## src/rtl/cpu_mmu_pkg.sv

```systemverilog
// Shared definitions for the MMU cache status register (CSR) logic.
//   - clr_state_e : encoding of the cache-invalidate sequencer states
//   - CSR_*_BIT   : bit positions of the CSR fields on the IDB low nibble
package cpu_mmu_pkg;

    typedef enum logic [1:0] {
        IDLE  = 2'd0,
        CLEAR = 2'd1,
        DONE  = 2'd2
    } clr_state_e;

    localparam int CSR_CUP_BIT = 0;
    localparam int CSR_CON_BIT = 1;
    localparam int CSR_INV_BIT = 2;

endpackage

```

## src/rtl/cpu_mmu_csr_clrseq.sv

```systemverilog
// Cache-invalidate sequencer. Walks every tag address once, writing an
// invalid entry per cycle, then emits a one-cycle completion pulse.
// Ports:
//   sysclk    in   system clock, rising edge
//   sys_rst   in   synchronous active-high reset, abandons any sequence
//   start     in   one-cycle start request; only honoured in IDLE
//   busy      out  high for the whole CLEAR phase
//   cadr      out  tag address being written; 0 outside CLEAR
//   cwe_n     out  tag RAM write enable, active low, one per address
//   cdone     out  one-cycle pulse on the cycle after the last write
//   state_dbg out  current sequencer state, for probing
//
// Handshake: start is a fire-and-forget pulse with no ready back. A start
// seen while a sequence is running (CLEAR or DONE) is dropped, not queued.
module cpu_mmu_csr_clrseq
    import cpu_mmu_pkg::*;
#(
    parameter int ADDR_W = 10
) (
    input  logic              sysclk,
    input  logic              sys_rst,
    input  logic              start,
    output logic              busy,
    output logic [ADDR_W-1:0] cadr,
    output logic              cwe_n,
    output logic              cdone,
    output clr_state_e        state_dbg
);

    localparam logic [ADDR_W-1:0] CADR_ONE  = 1;
    localparam logic [ADDR_W-1:0] CADR_LAST = '1;

    clr_state_e state;

    assign state_dbg = state;

    // All outputs are registered and updated alongside the state so that
    // busy/cadr/cwe_n change together with no combinational decode.
    always_ff @(posedge sysclk) begin
        if (sys_rst) begin
            state <= IDLE;
            busy  <= 1'b0;
            cadr  <= '0;
            cwe_n <= 1'b1;
            cdone <= 1'b0;
        end else begin
            case (state)
                IDLE: begin
                    cdone <= 1'b0;
                    if (start) begin
                        state <= CLEAR;
                        busy  <= 1'b1;
                        cadr  <= '0;
                        cwe_n <= 1'b0;
                    end
                end
                CLEAR: begin
                    if (cadr == CADR_LAST) begin
                        // Last entry was written this cycle: leave without
                        // letting the counter wrap back to zero in CLEAR.
                        state <= DONE;
                        busy  <= 1'b0;
                        cadr  <= '0;
                        cwe_n <= 1'b1;
                        cdone <= 1'b1;
                    end else begin
                        cadr  <= cadr + CADR_ONE;
                    end
                end
                DONE: begin
                    state <= IDLE;
                    cdone <= 1'b0;
                end
                default: begin
                    state <= IDLE;
                    busy  <= 1'b0;
                    cadr  <= '0;
                    cwe_n <= 1'b1;
                    cdone <= 1'b0;
                end
            endcase
        end
    end

endmodule

```

## src/rtl/cpu_mmu_csr_ctl.sv

```systemverilog
// Write side and control engine of the cache status register. Loads CUP and
// CON from the IDB low nibble on the CSR load strobe and launches the tag
// invalidate sequencer when the start bit is written.
// Ports:
//   sysclk   in   system clock, rising edge
//   sys_rst  in   synchronous active-high reset
//   IDB_3_0  in   [0]=CUP [1]=CON [2]=start invalidate [3]=reserved
//   LCSR_n   in   CSR load strobe, active low, sampled every cycle
//   CUP      out  cache-upper select, registered
//   CON      out  cache-on as written by software, registered
//   CON_EFF  out  CON gated off while the invalidate sequence runs
//   BUSY     out  invalidate sequence in progress
//   CADR     out  tag address during invalidate, 0 when idle
//   CWE_n    out  tag RAM write enable, active low
//   CDONE    out  one-cycle pulse after the last tag is written
module cpu_mmu_csr_ctl
    import cpu_mmu_pkg::*;
#(
    parameter int ADDR_W = 10
) (
    input  logic              sysclk,
    input  logic              sys_rst,
    input  logic [3:0]        IDB_3_0,
    input  logic              LCSR_n,
    output logic              CUP,
    output logic              CON,
    output logic              CON_EFF,
    output logic              BUSY,
    output logic [ADDR_W-1:0] CADR,
    output logic              CWE_n,
    output logic              CDONE
);

    logic       inv_start;
    clr_state_e seq_state;
    logic [2:0] unused_sink;

    // The start bit self-clears: it is a request, not a stored CSR field.
    assign inv_start = ~LCSR_n & IDB_3_0[CSR_INV_BIT];

    // Reserved IDB bit and the probe-only sequencer state have no function.
    assign unused_sink = {IDB_3_0[3], seq_state};

    // CSR fields load in every sequencer state; repeated strobes simply
    // overwrite, so the last write wins.
    always_ff @(posedge sysclk) begin
        if (sys_rst) begin
            CUP <= 1'b0;
            CON <= 1'b0;
        end else if (!LCSR_n) begin
            CUP <= IDB_3_0[CSR_CUP_BIT];
            CON <= IDB_3_0[CSR_CON_BIT];
        end
    end

    // Never expose the cache as enabled while tags are only partly cleared.
    assign CON_EFF = CON & ~BUSY;

    cpu_mmu_csr_clrseq #(
        .ADDR_W (ADDR_W)
    ) u_clrseq (
        .sysclk    (sysclk),
        .sys_rst   (sys_rst),
        .start     (inv_start),
        .busy      (BUSY),
        .cadr      (CADR),
        .cwe_n     (CWE_n),
        .cdone     (CDONE),
        .state_dbg (seq_state)
    );

endmodule

```

## config.mk

```make
export PLATFORM = sky130hd
export DESIGN_NAME = cpu_mmu_csr_ctl
export DESIGN_NICKNAME = d
export VERILOG_FILES = /design/src/rtl/cpu_mmu_pkg.sv /design/src/rtl/cpu_mmu_csr_clrseq.sv /design/src/rtl/cpu_mmu_csr_ctl.sv
export SDC_FILE = /design/constraint.sdc
export NUM_CORES = 1
export LEC_CHECK = 0
export ABC_AREA = 1
export CORE_MARGIN = 3
export CORE_UTILIZATION = 30
export CTS_CLUSTER_SIZE = 16
export DETAILED_ROUTE_END_ITERATION = 6
export PLACE_DENSITY = 0.66
export SLEW_MARGIN = 0
export SYNTH_ARGS = -nofsm -noshare
export SYNTH_HDL_FRONTEND = slang
export SYNTH_SLANG_ARGS = --single-unit
```

## constraint.sdc

```tcl
create_clock -name sysclk -period 1.2 [get_ports sysclk]
set_input_delay 0.24 -clock sysclk [delete_from_list [all_inputs] [get_ports sysclk]]
set_output_delay 0.24 -clock sysclk [all_outputs]
set_load 0.05 [all_outputs]
```

After elaboration in Yosys (flattened, before gate mapping)

Cells that the tools add are included.

Register bits after elaboration: 17
Input port bits: 7
Output and inout port bits: 16
Logic and storage cells: 36

Add/sub/neg operators: 1
Equality and inequality tests: 5
Mux-type cells: 12
Bitwise operators: 6
Reduce and logical (&&, ||, !) cells: 5

Operators by type and width:

| operator                                                        | count |
|---|---|
| 10-bit case mux with 3 select lines                             | 1 |
| 10-bit two-way mux                                              | 2 |
| 10-bit by 1-bit adder with 10-bit output, second input constant | 1 |
| 10-bit == test, second input constant                           | 1 |
| 1-bit case mux with 3 select lines                              | 2 |
| 1-bit two-way mux                                               | 4 |
| 2-bit two-way mux                                               | 2 |
| 1-bit NOT                                                       | 4 |
| 2-bit case mux with 2 select lines                              | 1 |
| 2-bit AND reduction                                             | 2 |
| 3-bit AND reduction                                             | 1 |
| 1-bit AND                                                       | 2 |
| 2-bit by 1-bit == test with 1-bit output, second input constant | 1 |
| 2-bit == test, second input constant                            | 1 |
| 2-bit logical NOT                                               | 1 |
| 2-bit by 1-bit != test with 1-bit output, second input constant | 1 |
| 2-bit != test, second input constant                            | 1 |
| 2-bit OR reduction                                              | 1 |

Logic depth before layout (Yosys ltp)

Depth after elaboration: 4
Mapped depth: 8
Gate-level depth less buffers: 8

Cells and area by module

A second synthesis with hierarchy kept.

Cells, all modules: 126
Area, all modules: 840.8 um2

By module, submodules not included:

| module             | instances | cells an instance | area each (um2) | seq. area each (um2) |
|---|---|---|---|---|
| cpu_mmu_csr_clrseq | 1         | 110               | 748.2           | 300.3 |
| cpu_mmu_csr_ctl    | 1         | 16                | 92.6            | 40.0 |

Worst setup path after synthesis

OpenSTA, ideal clock, no wires.

Kind: reg-to-reg
From: register u_clrseq.cadr[0]
To: register u_clrseq.cwe_n
Data arrival time: 1.558 ns
Setup slack: -0.484 ns
Cell stages (with the launch flop): 9
Period minus slack after synthesis: 1.684 ns
Cell sequence: dfxtp_1 -> ha_1 -> nand2_1 -> nor2_4 -> nand3_4 -> nand2_4 -> nand2_4 -> nand2_1 -> nand3_1

Longest elaborated chain between the ends: 3

Ends and longest elaborated chain:

| what                                                      | RTL line                 | text |
|---|---|---|
| start: declaration                                        | cpu_mmu_csr_clrseq.sv:24 | `output logic [ADDR_W-1:0] cadr,` |
| start signal: assignment                                  | cpu_mmu_csr_clrseq.sv:67 | `cadr <= cadr + CADR_ONE;` |
| 10-bit == test                                            | cpu_mmu_csr_clrseq.sv:58 | `if (cadr == CADR_LAST) begin` |
| 2-bit by 1-bit != test with 1-bit output (no source line) | -                        |  |
| 3-bit AND reduction (no source line)                      | -                        |  |
| end signal: assignment                                    | cpu_mmu_csr_clrseq.sv:54 | `cwe_n <= 1'b0;` |
| end signal: assignment                                    | cpu_mmu_csr_clrseq.sv:64 | `cwe_n <= 1'b1;` |
| end signal: assignment                                    | cpu_mmu_csr_clrseq.sv:78 | `cwe_n <= 1'b1;` |
| end: declaration                                          | cpu_mmu_csr_clrseq.sv:25 | `output logic cwe_n,` |

Every way passes these cells.
A chain may end at the register's enable or synchronous reset.

Worst setup path in the final report

From: register u_clrseq.cadr[0]
To: output port CADR[0]

RTL lines:

| what             | RTL line              | text |
|---|---|---|
| end: declaration | cpu_mmu_csr_ctl.sv:29 | `output logic [ADDR_W-1:0] CADR,` |

No word-level cell between the ends.

==> impl_table.tex <==
\begin{tabular}{lr}
\hline
Metric & Value \\
\hline
\multicolumn{2}{l}{\textbf{Setup path}} \\
\quad Crit Reg-Reg Endpoint & u\_clrseq.cadr[7]\$\_SDFFE\_PP0P\_ \\
\quad Critical Path, Cell by Cell & buf\_6, buf\_12, buf\_12 \\
\quad FF-to-FF setup slack & -0.04 ns \\
\quad Depth of the critical timing path with buffers and inverters included & 3 \\
\quad Number of buffer and inverter stages on the critical path & 3 \\
\quad Biggest cell delay along the critical path & 0.37 ns \\
\quad Worst setup endpoint & CADR[0] \\
\quad Crit Reg-Reg Startpoint & u\_clrseq.cadr[0]\$\_SDFFE\_PP0P\_ \\
\quad Critical Path RT & 0.96 ns \\
\quad Class of the most critical setup path & register to primary output \\
\quad Element type at the critical path end & primary output \\
\quad Category of cells accounting for the largest share of critical-path delay & flip-flops \\
\quad Maximum fanout along the worst path & 3 \\
\quad Cell type of the slowest stage on the worst timing path & dfxtp\_4 \\
\quad WP data arrival & 1.05 ns \\
\quad Critical Path Source Type & register \\
\quad Most common cell on crit path & buf\_12 \\
\quad Worst Setup SP & u\_clrseq.cadr[0]\$\_SDFFE\_PP0P\_ \\
\quad Length in cells of the worst reg-to-reg path & 8 \\
\multicolumn{2}{l}{\textbf{Global routing}} \\
\quad Vias in the first global route & 900 \\
\quad Gr ovfl total & 0 \\
\quad Pin count of the biggest net entering global routing & 15 \\
\quad Global-route wire length before repair & 3.68 mm \\
\quad Tot GR Track Use & 13.7\% \\
\quad Number of antenna violations at the first check in global routing & 0 \\
\multicolumn{2}{l}{\textbf{Pwr}} \\
\quad Largest voltage drop on the vdd net & 0.548 mV \\
\quad Reg power frac & 48.6\% \\
\quad Cell Int Power & 0.844 mW \\
\quad Total power density per cell area & 748 nW/um\^{}2 \\
\quad LEAKAGE & 0.689 nW \\
\quad Net switching share of the total power & 31.0\% \\
\quad Clk pwr share & 26.0\% \\
\quad Switching Power & 0.378 mW \\
\quad Post-layout total power & 1.22 mW \\
\quad Share of total power in combinational logic & 25.4\% \\
\multicolumn{2}{l}{\textbf{Timing}} \\
\quad Transition time of the tightest slew-check pin & 0.284 ns \\
\quad Worst-case clock skew & 0.00154 ns \\
\quad Smallest setup slack after layout & -0.0901 ns \\
\quad Headroom to the max-slew limit & 81.1\% \\
\quad Final number of max-transition violations & 0 \\
\quad Period minus WS final & 1.29 ns \\
\quad RSZ-0062 raised after global routing & true \\
\quad Final worst-path cycle share & 108\% \\
\quad Achievable frequency & 775 MHz \\
\quad Number of hold-slack violations in the final timing report & 0 \\
\quad Number of setup violations in the final report & 7 \\
\multicolumn{2}{l}{\textbf{Clocking}} \\
\quad Clk Latency, worst-skew pair & 0.30 ns \\
\quad Inserted Clock Buffers & 3 \\
\quad Buffer type at the clock tree root & clkbuf\_4 \\
\quad Count of H-tree levels built during CTS & 1 \\
\quad Clock-pin slew reported for the worst setup and hold paths after clock tree synthesis & 0.10 ns \\
\quad Clock sink count & 17 \\
\quad Buffer depth of the longest clock path & 2 \\
\quad TritonCTS clock tree & done \\
\multicolumn{2}{l}{\textbf{Placed design}} \\
\quad Final weighted congestion in routability-driven placement & 0.815 \\
\quad PortBufs & 21 \\
\quad Detail Placement HPWL & 1.64 mm \\
\quad Area post-placement & 1420 sq um \\
\multicolumn{2}{l}{\textbf{Synth}} \\
\quad Netlist area before placement & 850 sq um \\
\quad Post-Synthesis Mean Instance Area & 7.14 sq um \\
\quad Number of warning messages in the yosys log & 0 \\
\quad Library cell occupying the most area in the post-synthesis netlist & dfxtp\_1 \\
\quad Yosys top cell area share & 40.1\% \\
\quad Post-synthesis cell type count & 20 \\
\quad Count of mapped cells out of synthesis & 119 \\
\quad Cell types occupying the most area after synthesis & dfxtp\_1, nand2\_1, inv\_1 \\
\quad Number of synthesized register bits & 17 \\
\quad Share of the yosys chip area belonging to registers & 40.1\% \\
\quad Net Count, Synth & 127 \\
\multicolumn{2}{l}{\textbf{Outcome}} \\
\quad Violated checks & negative setup slack \\
\quad Run status & finished, violations left \\
\multicolumn{2}{l}{\textbf{Floorplanning}} \\
\quad Placeable Area & 2590 sq um \\
\quad Vertical die dimension & 59.2 um \\
\quad Die Footprint & 3510 sq um \\
\quad Top Ports & 23 \\
\quad Num rows & 18 \\
\quad Die width & 59.2 um \\
\quad Starting Density & 32.8\% \\
\multicolumn{2}{l}{\textbf{Run}} \\
\quad Number of maximum-capacitance constraint violations & 0 \\
\multicolumn{2}{l}{\textbf{Cells and area}} \\
\quad Ratio of cells with drive above 1 in the final layout & 50.0\% \\
\quad Fin nets & 177 \\
\quad Area delta synth->final & 92.3\% \\
\quad Number of antenna diodes & 0 \\
\quad Most common library cell in the layout ignoring fill and taps & nand2\_1 \\
\quad Commonest cells after routing, fill and taps aside & nand2\_1, buf\_12, buf\_4 \\
\quad Post-route cell area & 1630 sq um \\
\multicolumn{2}{l}{\textbf{Min path}} \\
\quad Worst hold path type & register to register \\
\multicolumn{2}{l}{\textbf{Detailed routing}} \\
\quad Avg Vias per Cell & 4.68 \\
\quad Antenna Nets Post-Route & 0 \\
\quad DRC violation count after routing & 0 \\
\quad Final routed wirelength across all metal layers & 2.45 mm \\
\quad Post-detailed-route wirelength per cell & 12.4 um \\
\quad Starting DRT DRC Count & 15 \\
\quad Via total after detailed routing & 926 \\
\quad Number of detailed-route iterations in the first pass & 4 \\
\hline
\end{tabular}
## final cells by class
type                            count  area (sq um)
Inverter                           18          67.6
Sequential cell                    17           368
Timing Repair Buffer               45           586
Clock buffer                        3          22.5
Tap cell                           30          37.5
Multi-Input combinational cell     84           548
Fill cell                         209           956
Clock inverter                      1          5.00
## per-layer routing
layer / up-vias / global-route usage (%) / part of all wire (%)
li1: 473 / - / -
met3: 5 / 3.05 / 4.2
met4: 0 / 7.44 / 1.7
met5: - / 0 / 0
met2: 18 / 24.3 / 56
met1: 430 / 14.9 / 38
## per-stage QoR
step	hold WS (ns)	utilization [%]	instances	TNS (ns)	setup slack, ns
finish	0.502	63.1	198	-0.263	-0.0901
global placement	0.477	54.9	186	-2.62	-0.260
global route	0.529	63.1	198	-0.877	-0.103
detailed placement	0.483	54.9	186	-3.00	-0.286
floorplan	0.299	-	119	-0.837	-0.119
CTS	0.499	56.8	192	-0.0350	-0.0139
## synth_stat cells
cell	n
nand4_1	2
a21oi_1	8
nor2_4	2
inv_2	1
o21ai_0	3
nand3b_1	2
inv_1	17
nand2_4	2
nor3_1	1
nand2_2	4
nor3_2	1
xor2_1	1
nand3_4	1
nor2_1	16
ha_1	1
dfxtp_1	17
nand3_1	11
buf_6	1
a21boi_0	1
nand2_1	27
## power by group through the flow
stage / registers [mW] / logic, mW / clock network (mW)
6_report: 0.594 / 0.310 / 0.318
5_1_grt: 0.596 / 0.332 / 0.347
4_1_cts: 0.597 / 0.277 / 0.322
3_5_place_dp: 0.610 / 0.263 / 0
3_3_place_gp: 0.610 / 0.259 / 0
2_1_floorplan: 0.656 / 0.0914 / 0
## cells by family after synthesis
| logic type | Yosys count | synth area share, % |
|---|---|---|
| AND/OR/NAND/NOR | 69 | 40.8 |
| buffers and inverters | 19 | 9.28 |
| flip-flops | 17 | 40.1 |
| AO/OA/AOI/OAI | 12 | 7.36 |
| XOR/XNOR | 1 | 1.03 |
| adder cells (fa/ha/maj) | 1 | 1.47 |
## how the worst min path moves through the flow
stage	startpoint	endpoint	slack (ns)	depth (start not counted)
5_1_grt	u_clrseq.cdone$_SDFFE_PP0P_	u_clrseq.cdone$_SDFFE_PP0P_	0.53	2
2_1_floorplan	sys_rst	u_clrseq.cadr[0]$_SDFFE_PP0P_	0.30	1
3_5_place_dp	u_clrseq.cdone$_SDFFE_PP0P_	u_clrseq.cdone$_SDFFE_PP0P_	0.48	2
4_1_cts	u_clrseq.cdone$_SDFFE_PP0P_	u_clrseq.cdone$_SDFFE_PP0P_	0.50	2
6_report	u_clrseq.cdone$_SDFFE_PP0P_	u_clrseq.cdone$_SDFFE_PP0P_	0.50	2
3_3_place_gp	u_clrseq.cdone$_SDFFE_PP0P_	u_clrseq.cdone$_SDFFE_PP0P_	0.48	2
## tightest hold or removal path: cells and delay by family (launching register included)
kind            cells  cell delay, ns
compound gates      1            0.05
buf+inv             1            0.07
flops               1            0.35
## state kept, by name, summed over array words and instances (netlist names)
| signal | count |
|---|---|
| u_clrseq.cadr | 10 |
| u_clrseq.state_dbg | 2 |
| CON | 1 |
| CUP | 1 |
| u_clrseq.busy | 1 |
| u_clrseq.cdone | 1 |
| u_clrseq.cwe_n | 1 |
## what timing repair did
action / 4_1_cts / 5_1_grt
setup endpoints to repair: 9 / 20
gates cloned: 0 / 1
hold buffers: 0 / 0
pin swaps: 5 / 13
setup buffers: 2 / 5
gates resized for setup: 4 / 27
Note: power is estimated with default switching activity, not from simulation.
